### src/rtl/score_level_tracker.sv
// Score/level tracker: BCD score accumulation, line/level counting and gravity divisor.
// Optional build macro SCORE_SATURATE_EN clamps the score at 999999 instead of wrapping.
module score_level_tracker #(
  parameter int unsigned BASE_DIV  = 50_000_000,
  parameter int unsigned DIV_STEP  = 3_000_000,
  parameter int unsigned MAX_LEVEL = 15
) (
  input  logic        clk,
  input  logic        rst,
  input  logic        hit,
  input  logic [2:0]  lines,
  output logic [23:0] score_bcd,
  output logic [9:0]  lines_total,
  output logic [3:0]  level,
  output logic [31:0] fall_div,
  output logic        busy,
  output logic        overflow,
  output logic        lost,
  output logic [1:0]  dbg_state
);

  typedef enum logic [1:0] {IDLE = 2'd0, ADD = 2'd1, LVL = 2'd2} state_t;

  localparam logic [3:0]  MAX_LVL_L  = 4'(MAX_LEVEL);
  localparam logic [31:0] BASE_DIV_L = 32'(BASE_DIV);
  localparam logic [31:0] DIV_STEP_L = 32'(DIV_STEP);

  state_t      state_q, state_d;
  logic [23:0] score_q, score_d;
  logic [9:0]  lines_total_q, lines_total_d;
  logic [3:0]  level_q, level_d;
  logic [31:0] fall_div_q, fall_div_d;
  logic [3:0]  in_level_q, in_level_d;
  logic        ovf_q, ovf_d;
  logic        lost_q, lost_d;
  logic [2:0]  cur_lines_q, cur_lines_d;
  logic [3:0]  rep_q, rep_d;
  logic        pend_v_q, pend_v_d;
  logic [2:0]  pend_lines_q, pend_lines_d;
  logic [3:0]  pend_lvl_q, pend_lvl_d;

  logic        valid_hit;
  logic [16:0] add_res;
  logic [10:0] lt_sum;
  logic [4:0]  il_sum;
  logic [4:0]  il_sub;

  function automatic logic [3:0] base_of(input logic [2:0] n);
    case (n)
      3'd1:    base_of = 4'd1;
      3'd2:    base_of = 4'd3;
      3'd3:    base_of = 4'd5;
      3'd4:    base_of = 4'd8;
      default: base_of = 4'd0;
    endcase
  endfunction

  // Adds one BCD digit into four BCD digits; bit 16 is the carry out of the top digit.
  function automatic logic [16:0] bcd_add4(input logic [15:0] a, input logic [3:0] b);
    logic [4:0]  s;
    logic        c;
    logic [15:0] r;
    c = 1'b0;
    r = '0;
    for (int i = 0; i < 4; i++) begin
      s = {1'b0, a[4*i +: 4]} + ((i == 0) ? {1'b0, b} : 5'd0) + {4'd0, c};
      if (s > 5'd9) begin
        s = s - 5'd10;
        c = 1'b1;
      end else begin
        c = 1'b0;
      end
      r[4*i +: 4] = s[3:0];
    end
    bcd_add4 = {c, r};
  endfunction

  assign valid_hit = hit && (lines >= 3'd1) && (lines <= 3'd4);
  assign add_res   = bcd_add4(score_q[23:8], base_of(cur_lines_q));
  assign lt_sum    = {1'b0, lines_total_q} + {8'd0, cur_lines_q};
  assign il_sum    = {1'b0, in_level_q} + {2'd0, cur_lines_q};
  assign il_sub    = il_sum - 5'd10;

  always_comb begin
    state_d       = state_q;
    score_d       = score_q;
    lines_total_d = lines_total_q;
    level_d       = level_q;
    fall_div_d    = fall_div_q;
    in_level_d    = in_level_q;
    ovf_d         = ovf_q;
    lost_d        = lost_q;
    cur_lines_d   = cur_lines_q;
    rep_d         = rep_q;
    pend_v_d      = pend_v_q;
    pend_lines_d  = pend_lines_q;
    pend_lvl_d    = pend_lvl_q;

    case (state_q)
      IDLE: begin
        if (pend_v_q) begin
          state_d     = ADD;
          cur_lines_d = pend_lines_q;
          rep_d       = pend_lvl_q;
          pend_v_d    = valid_hit;
          if (valid_hit) begin
            pend_lines_d = lines;
            pend_lvl_d   = level_q;
          end
        end else if (valid_hit) begin
          state_d     = ADD;
          cur_lines_d = lines;
          rep_d       = level_q;
        end
      end

      ADD: begin
        if (add_res[16]) begin
          ovf_d = 1'b1;
`ifdef SCORE_SATURATE_EN
          score_d = 24'h999999;
`else
          score_d = {add_res[15:0], 8'h00};
`endif
        end else begin
          score_d = {add_res[15:0], 8'h00};
        end
        if (rep_q == 4'd0) state_d = LVL;
        else               rep_d   = rep_q - 4'd1;
        if (valid_hit) begin
          if (!pend_v_q) begin
            pend_v_d     = 1'b1;
            pend_lines_d = lines;
            pend_lvl_d   = level_q;
          end else begin
            lost_d = 1'b1;
          end
        end
      end

      LVL: begin
        lines_total_d = (lt_sum > 11'd999) ? 10'd999 : lt_sum[9:0];
        if (il_sum >= 5'd10) begin
          in_level_d = il_sub[3:0];
          if (level_q < MAX_LVL_L) begin
            level_d    = level_q + 4'd1;
            fall_div_d = fall_div_q - DIV_STEP_L;
          end
        end else begin
          in_level_d = il_sum[3:0];
        end
        // A full buffer launches now; an incoming hit takes its slot in the same edge.
        if (pend_v_q) begin
          state_d     = ADD;
          cur_lines_d = pend_lines_q;
          rep_d       = pend_lvl_q;
          pend_v_d    = valid_hit;
        end else begin
          state_d  = IDLE;
          pend_v_d = valid_hit;
        end
        if (valid_hit) begin
          pend_lines_d = lines;
          pend_lvl_d   = level_q;
        end
      end

      default: state_d = IDLE;
    endcase
  end

  always_ff @(posedge clk) begin
    if (rst) begin
      state_q       <= IDLE;
      score_q       <= '0;
      lines_total_q <= '0;
      level_q       <= '0;
      fall_div_q    <= BASE_DIV_L;
      in_level_q    <= '0;
      ovf_q         <= 1'b0;
      lost_q        <= 1'b0;
      cur_lines_q   <= '0;
      rep_q         <= '0;
      pend_v_q      <= 1'b0;
      pend_lines_q  <= '0;
      pend_lvl_q    <= '0;
    end else begin
      state_q       <= state_d;
      score_q       <= score_d;
      lines_total_q <= lines_total_d;
      level_q       <= level_d;
      fall_div_q    <= fall_div_d;
      in_level_q    <= in_level_d;
      ovf_q         <= ovf_d;
      lost_q        <= lost_d;
      cur_lines_q   <= cur_lines_d;
      rep_q         <= rep_d;
      pend_v_q      <= pend_v_d;
      pend_lines_q  <= pend_lines_d;
      pend_lvl_q    <= pend_lvl_d;
    end
  end

  assign score_bcd   = score_q;
  assign lines_total = lines_total_q;
  assign level       = level_q;
  assign fall_div    = fall_div_q;
  assign busy        = (state_q != IDLE);
  assign overflow    = ovf_q;
  assign lost        = lost_q;
  assign dbg_state   = state_q;

endmodule

### config.mk
export PLATFORM = sky130hd
export DESIGN_NAME = score_level_tracker
export DESIGN_NICKNAME = d
export VERILOG_FILES = /design/src/rtl/score_level_tracker.sv
export SDC_FILE = /design/constraint.sdc
export NUM_CORES = 1
export LEC_CHECK = 0
export ABC_AREA = 1
export BUFFER_PORTS_ARGS = -buffer_cell sky130_fd_sc_hd__buf_2
export CAP_MARGIN = 20
export CORE_ASPECT_RATIO = 0.8
export CORE_MARGIN = 2
export CORE_UTILIZATION = 61
export CTS_BUF_LIST = sky130_fd_sc_hd__clkbuf_4 sky130_fd_sc_hd__clkbuf_8 sky130_fd_sc_hd__clkbuf_16
export DETAILED_ROUTE_END_ITERATION = 10
export GPL_ROUTABILITY_DRIVEN = 0
export GPL_TIMING_DRIVEN = 0
export PLACE_DENSITY = 0.85
export SYNTH_ARGS = -nofsm -noshare
export SYNTH_HDL_FRONTEND = slang
export SYNTH_SLANG_ARGS = --single-unit
### constraint.sdc
create_clock -name clk -period 16.5 [get_ports clk]
set_clock_uncertainty 0.05 [all_clocks]
set_input_delay 1.65 -clock clk [delete_from_list [all_inputs] [get_ports clk]]
set_output_delay 1.65 -clock clk [all_outputs]
set_load 0.02 [all_outputs]
==> results.tsv, run 1 <==
metric	value	unit
required time of the critical path	16.73	ns
R2R cell count	37	
DR DRC count	0	
Detailed Routing Iterations Pass 1	5	
Power Total	0.000801	W
slew margin rel.	0.494	
Initial Utilization	0.622	
gr usage total	0.295	
Post-CTS Setup Inserts	0	
number of nets with antenna violations after routing	0	
Die Y	86.6	µm
most frequent cells in the layout	153 x nand2_1, 101 x inv_1, 84 x nor2_1	
PostCTS Resize Cnt	0	
fraction of layout cells with a size suffix above 1	0.162	
Die W	107	µm
RSZ-0062 raised after global routing	false	
Crit. path cell count	37	
synthesized flop and latch total	79	
Main synth FF type	dfxtp_1	
Worst Path Class, Setup	reg2reg	
post-place instance area	5720	µm²
final setup violation count	0	
ys async rst share	0	
maximum vdd drop	0.000101	V
routed via count	5328	
IO Count	81	
CTS tree	yes	
final worst path period need	6.79	ns
cts bufs inserted	9	
MaxCap Viol Count	0	
Via density	5.50	
hold violation total from the final report	0	
hold_ws	0.415	ns
die area	9290	µm²
Avg WL per Cell	13.8	µm
ANT cells	0	
Post-synth EDFFs	0	
Slew @ Worst Pin	0.759	ns
vias in the first global route	4680	
Synth-to-Final Area Change	14.4	%
Synth cell types	53	
CP peak stage delay	0.48	ns
Buffers & Inverters on Critical Path	4	
Nets	893	
CTS H-Tree Depth	3	
crit-path most repeated cell	ha_1	
Sink Count	79	
Total Neg Setup Slack	0	ns
CP Capture Type	register	
Lkg Pwr	2.90	nW
HPWL after DPL	9.94	mm
part of the Yosys area used for sequential elements	0.304	
commonest non-fill, non-tap cell in the layout	nand2_1	
gr ovfl total	0	
clock latency on the worst-skew pair	0.36	ns
final wirelength	13.4	mm
CP top delay family	adder cells	
mean post-synth cell area	6.82	µm²
Worst Setup Start Kind	register	
Hold-fix buffers, CTS	0	
HP Class	reg2reg	
clock slew seen by the registers of the worst setup and hold paths	0.08	ns
Post-Synthesis Cells	763	
fin. max-slew vios	0	
status	finished, final reports clean	
Cell Rows	30	
Worst EP arrival	7.02	ns
part of the cycle the worst path needs	0.411	
Core Region	8370	µm²
worst hold stages	2	
drt initial violations	443	
first-pass GRT wire length	21.8	mm
maximum fanout along the worst path	6	
pwr dens	135	nW/µm²
clk buf depth	2	
Syn Std Cell Area	5200	µm²
design area	5950	µm²
pin count of the biggest net entering global routing	13	
Achievable Freq	147	MHz
Syn. warnings	0	
PortBufs	65	
initial antenna violation count	0	
Crit-path slowest cell	dfxtp_1	
root buffer cell	clkbuf_8	
-- cell usage after synthesis (2+ instances only) --
| cell | number | area (µm²) |
|---|---|---|
| a211oi_1 | 2 | 15.0 |
| a21oi_1 | 56 | 280 |
| a21oi_2 | 5 | 43.8 |
| a22oi_1 | 2 | 15.0 |
| a31oi_1 | 6 | 37.5 |
| a32oi_1 | 2 | 17.5 |
| buf_2 | 4 | 20.0 |
| buf_4 | 16 | 120 |
| buf_6 | 2 | 22.5 |
| clkbuf_1 | 11 | 41.3 |
| dfxtp_1 | 79 | 1580 |
| fa_1 | 3 | 60.1 |
| ha_1 | 32 | 400 |
| inv_1 | 101 | 379 |
| nand2_1 | 153 | 574 |
| nand2_2 | 15 | 93.8 |
| nand3_1 | 66 | 330 |
| nand3_2 | 2 | 20.0 |
| nand3b_1 | 3 | 22.5 |
| nand4_1 | 9 | 56.3 |
| nor2_1 | 84 | 315 |
| nor3_1 | 9 | 45.0 |
| o211ai_1 | 2 | 15.0 |
| o21ai_0 | 48 | 240 |
| o21ai_1 | 8 | 40.0 |
| o21ai_2 | 3 | 26.3 |
| xnor2_1 | 7 | 61.3 |
| xnor2_2 | 2 | 32.5 |
| xor2_1 | 7 | 61.3 |
-- area by class of cell --
| class | instances | area [µm²] |
|---|---|---|
| sequential | 79 | 1580 |
| inverter | 102 | 383 |
| multi-input combinational | 560 | 3060 |
| clock inverter | 4 | 95.1 |
| clock buffer | 11 | 139 |
| buffer | 35 | 223 |
| timing repair buffer | 65 | 325 |
| fill | 684 | 2420 |
| tap | 112 | 140 |
-- flip-flops by register name, indices dropped and copies added (netlist names) --
name / flops
cur_lines_q: 3
dbg_state: 2
fall_div: 26
in_level_q: 4
level: 4
lines_total: 10
lost: 1
overflow: 1
pend_lines_q: 3
pend_lvl_q: 4
pend_v_q: 1
rep_q: 4
score_bcd: 16
-- per-stage QoR --
stage	setup WS, ns	utilization	instances
floorplan	10.63	-	776
global placement	10.10	0.683	953
detailed placement	9.83	0.683	953
CTS	9.76	0.711	968
global route	8.95	0.711	968
finish	9.71	0.711	968
-- layer usage --
layer / GRT usage / up-vias / wire [µm]
li1: - / 2649 / -
met1: 0.396 / 2440 / 5850
met2: 0.467 / 211 / 6210
met3: 0.0714 / 28 / 1110
met4: 0.102 / 0 / 221
met5: 0 / - / 0
-- worst reg2reg max path: cells and delay by family, from the launching register on --
family | cells | cell delay, ns
AND/OR/NAND/NOR | 13 | 1.32
buffers and inverters | 4 | 0.37
flip-flops | 1 | 0.48
XOR/XNOR | 4 | 1.04
adder cells (fa/ha/maj) | 12 | 2.74
AO/OA/AOI/OAI | 4 | 0.71
-- worst paths after layout --
path	end	start	slack [ns]
setup reg to reg	score_bcd[22]	cur_lines_q[1]	9.71
setup / recovery	score_bcd[22]	cur_lines_q[1]	9.71
hold / removal	pend_lines_q[0]	pend_lines_q[0]	0.41
hold reg to reg	pend_lines_q[0]	pend_lines_q[0]	0.41
-- cell families (layout without fill, tap and decap cells) --
family                     after synthesis  in the layout  share of synthesized area
AOI/OAI and AO/OA                      145            145                      0.162
xor gates and xnor gates                16             16                     0.0298
adders and majority gates               35             35                     0.0885
buffers and inverters                  137            217                      0.116
DFF                                     79             79                      0.304
muxes                                    1              1                    0.00192
other                                    1             14                   0.000721
and+or+nand+nor                        349            349                      0.296
-- report_power, final --
group / total (W) / internal, W / switching, W / leakage, nW
Clock: 0.000175 / 0.000103 / 0.0000720 / 0.120
Sequential: 0.000259 / 0.000225 / 0.0000346 / 0.642
Combinational: 0.000367 / 0.000132 / 0.000235 / 2.14
Note: power is estimated with default switching activity, not from simulation.
==> run 2, diff against run 1 <==
--- a/config.mk
+++ b/config.mk
@@ -5,17 +5,17 @@
 export SDC_FILE = /design/constraint.sdc
 export NUM_CORES = 1
 export LEC_CHECK = 0
-export ABC_AREA = 1
+export ABC_AREA = 0
 export BUFFER_PORTS_ARGS = -buffer_cell sky130_fd_sc_hd__buf_2
 export CAP_MARGIN = 20
 export CORE_ASPECT_RATIO = 0.8
 export CORE_MARGIN = 2
-export CORE_UTILIZATION = 61
+export CORE_UTILIZATION = 57
 export CTS_BUF_LIST = sky130_fd_sc_hd__clkbuf_4 sky130_fd_sc_hd__clkbuf_8 sky130_fd_sc_hd__clkbuf_16
 export DETAILED_ROUTE_END_ITERATION = 10
 export GPL_ROUTABILITY_DRIVEN = 0
 export GPL_TIMING_DRIVEN = 0
-export PLACE_DENSITY = 0.85
+export PLACE_DENSITY = 0.8
 export SYNTH_ARGS = -nofsm -noshare
 export SYNTH_HDL_FRONTEND = slang
 export SYNTH_SLANG_ARGS = --single-unit
==> constraint.sdc (replaced) <==
create_clock -name clk -period 6.4 [get_ports clk]
set_clock_uncertainty 0.05 [all_clocks]
set_input_delay 0.64 -clock clk [delete_from_list [all_inputs] [get_ports clk]]
set_output_delay 0.64 -clock clk [all_outputs]
set_load 0.02 [all_outputs]
==> results.tsv, run 2 <==
metric	value	unit	change
gr usage total	0.270		was 0.295
Initial Utilization	0.585		was 0.622
Core Region	8450	µm²	was 8370 µm²
area leader, netlist	dfxtp_1		unchanged
Synth-to-Final Area Change	21.7	%	was 14.4%
final worst slack	0.130	ns	was 9.71 ns
mean post-synth cell area	8.10	µm²	was 6.82 µm²
HPWL after DPL	8.94	mm	was 9.94 mm
PortBufs	66		was 65
Lkg Pwr	2.47	nW	was 2.90 nW
fraction of layout cells with a size suffix above 1	0.222		was 0.162
ANT cells	0		unchanged
Post-synth EDFFs	0		unchanged
top-count cell post-synth	dfxtp_1		was nand2_1
drt initial violations	362		was 443
root buffer cell	clkbuf_8		unchanged
number of nets with antenna violations after routing	0		unchanged
cts bufs inserted	9		unchanged
synthesized flop and latch total	79		unchanged
CP top delay family	adder cells		unchanged
HP Class	reg2reg		unchanged
Achievable Freq	159	MHz	was 147 MHz
post-place instance area	5500	µm²	was 5720 µm²
min-delay src	fall_div[31]		was pend_lines_q[0]
gr ovfl total	0		unchanged
DR DRC count	0		unchanged
worst hold stages	2		unchanged
Die Y	87.3	µm	was 86.6 µm
fin. max-slew vios	0		unchanged
part of the cycle the worst path needs	0.980		was 0.411
Sink Count	79		unchanged
status	finished, final reports clean		unchanged
Cell Rows	30		unchanged
Worst EP arrival	6.47	ns	was 7.02 ns
fillcell total	703		was 684
final setup violation count	0		unchanged
die area	9440	µm²	was 9290 µm²
clock slew seen by the registers of the worst setup and hold paths	0.08	ns	about the same
final core occ	0.712		was 0.711
commonest non-fill, non-tap cell in the layout	dfxtp_1		was nand2_1
FF-to-FF End	score_bcd[22]		unchanged
routed via count	4799		was 5328
crit path from	cur_lines_q[1]		unchanged
most frequent cells in the layout	77 x dfxtp_1, 67 x buf_2, 65 x nor2_1		was 153 x nand2_1, 101 x inv_1, 84 x nor2_1
Avg WL per Cell	15.7	µm	was 13.8 µm
Via density	5.80		was 5.50
r2r setup slk	0.13	ns	was 9.71 ns
CTS H-Tree Depth	3		unchanged
maximum fanout along the worst path	8		was 6
Synth cell types	62		was 53
Hold Path Sink	fall_div[31]		was pend_lines_q[0]
Detailed Routing Iterations Pass 1	5		unchanged
Post-Synthesis Cells	610		was 763
hold violation total from the final report	0		unchanged
Hold-fix buffers, CTS	0		unchanged
ys async rst share	0		unchanged
MaxCap Viol Count	0		unchanged
maximum vdd drop	0.000147	V	was 0.000101 V
max reg flops	26		unchanged
CTS tree	yes		unchanged
first-pass GRT wire length	20.4	mm	was 21.8 mm
Worst Setup Start Kind	register		unchanged
Main synth FF type	dfxtp_1		unchanged
Buffers & Inverters on Critical Path	3		was 4
Crit. path cell count	32		was 37
clk buf depth	2		unchanged
slew margin rel.	0.434		was 0.494
Syn. warnings	0		unchanged
R2R cell count	32		was 37
required time of the critical path	6.60	ns	was 16.73 ns
Nets	754		was 893
clock latency on the worst-skew pair	0.36	ns	about the same
Post-synth top cells	79 x dfxtp_1, 65 x nor2_1, 45 x nand2_1		was 153 x nand2_1, 101 x inv_1, 84 x nor2_1
IO Count	81		unchanged
Syn Std Cell Area	4940	µm²	was 5200 µm²
Yosys top cell area share	0.320		was 0.304
vias in the first global route	4451		was 4680
pre-CTS setup slack	-0.660	ns	was 9.83 ns
part of the Yosys area used for sequential elements	0.320		was 0.304
final worst path period need	6.27	ns	was 6.79 ns
Crit-path slowest cell	fa_2		was dfxtp_1
Worst Path Class, Setup	reg2reg		unchanged
Die W	108	µm	was 107 µm
largest cells by area after synthesis	dfxtp_1 32%, ha_1 8.1%, nor2_1 4.9%		was dfxtp_1 30%, nand2_1 11%, ha_1 7.7%
pin count of the biggest net entering global routing	13		unchanged
crit-path most repeated cell	ha_4		was ha_1
CP peak stage delay	0.43	ns	was 0.48 ns
pwr dens	299	nW/µm²	was 135 nW/µm²
CP Capture Type	register		unchanged
final wirelength	13.0	mm	was 13.4 mm
Slew @ Worst Pin	0.843	ns	was 0.759 ns
design area	6020	µm²	was 5950 µm²
initial antenna violation count	0		unchanged
RR Startpoint	cur_lines_q[1]		unchanged
run 2: what timing repair did:
action | CTS | global route
resized for setup | 18 | 26
pin swaps | 6 | 13
setup endpoints to repair | 4 | 4
setup buffers | 5 | 8
run 2: worst min-delay path, delay by kind of cell (launching register included):
family	cells	cell delay, ns
AOI/OAI and AO/OA	2	0.11
DFF	1	0.33
run 2: how the worst max path moves through the flow:
stage                    end
3_5_place_dp   score_bcd[21]
3_3_place_gp   score_bcd[22]
2_1_floorplan  score_bcd[22]
5_1_grt        score_bcd[22]
4_1_cts        score_bcd[22]
6_report       score_bcd[22]
run 2: routing by layer:
metal  vias up  share of wire  track usage  wire [µm]
li1       2354              -            -          -
met1      2292           0.45        0.339       5790
met2       133           0.49        0.472       6410
met3        20          0.047       0.0479        609
met4         0          0.012       0.0862        157
met5         -              0            0          0
run 2: logic make-up (layout without fill, tap and decap cells):
group	count (synthesis)	in the layout	share of synthesized area
and+or+nand+nor	233	233	0.237
AOI/OAI and AO/OA	134	134	0.179
DFF	79	79	0.320
buffers and inverters	75	168	0.0678
adders and majority gates	35	35	0.0931
xor gates and xnor gates	27	27	0.0478
muxes	26	26	0.0539
other	1	14	0.000759
run 2: area by class of cell:
cell class,count,area [µm²],area share
inverters,32,120,0.0200
flip-flops and latches,79,1590,0.264
well taps,112,140,0.0233
repair buffers,79,428,0.0711
clock buffers,11,145,0.0241
clock inverters,3,68.8,0.0114
plain buffers,43,223,0.0370
multi-input cells,469,3300,0.549
run 2: metrics by stage:
| stage | setup TNS [ns] | total power, W | instances | hold slack [ns] |
|---|---|---|---|---|
| after floorplan | 0 | 0.00116 | 623 | 0.403 |
| after global placement | -1.08 | 0.00130 | 801 | 0.419 |
| after detailed placement | -2.23 | 0.00133 | 801 | 0.430 |
| after CTS | 0 | 0.00177 | 820 | 0.441 |
| after global routing | -0.169 | 0.00192 | 828 | 0.466 |
| final | 0 | 0.00180 | 828 | 0.436 |
run 2: power by group:
group          leakage [nW]  internal [W]  switching [W]  total [W]
logic                  1.72      0.000307       0.000481   0.000788
clock network         0.109      0.000231       0.000181   0.000412
registers             0.641      0.000543      0.0000544   0.000598
total                  2.47       0.00108       0.000716    0.00180
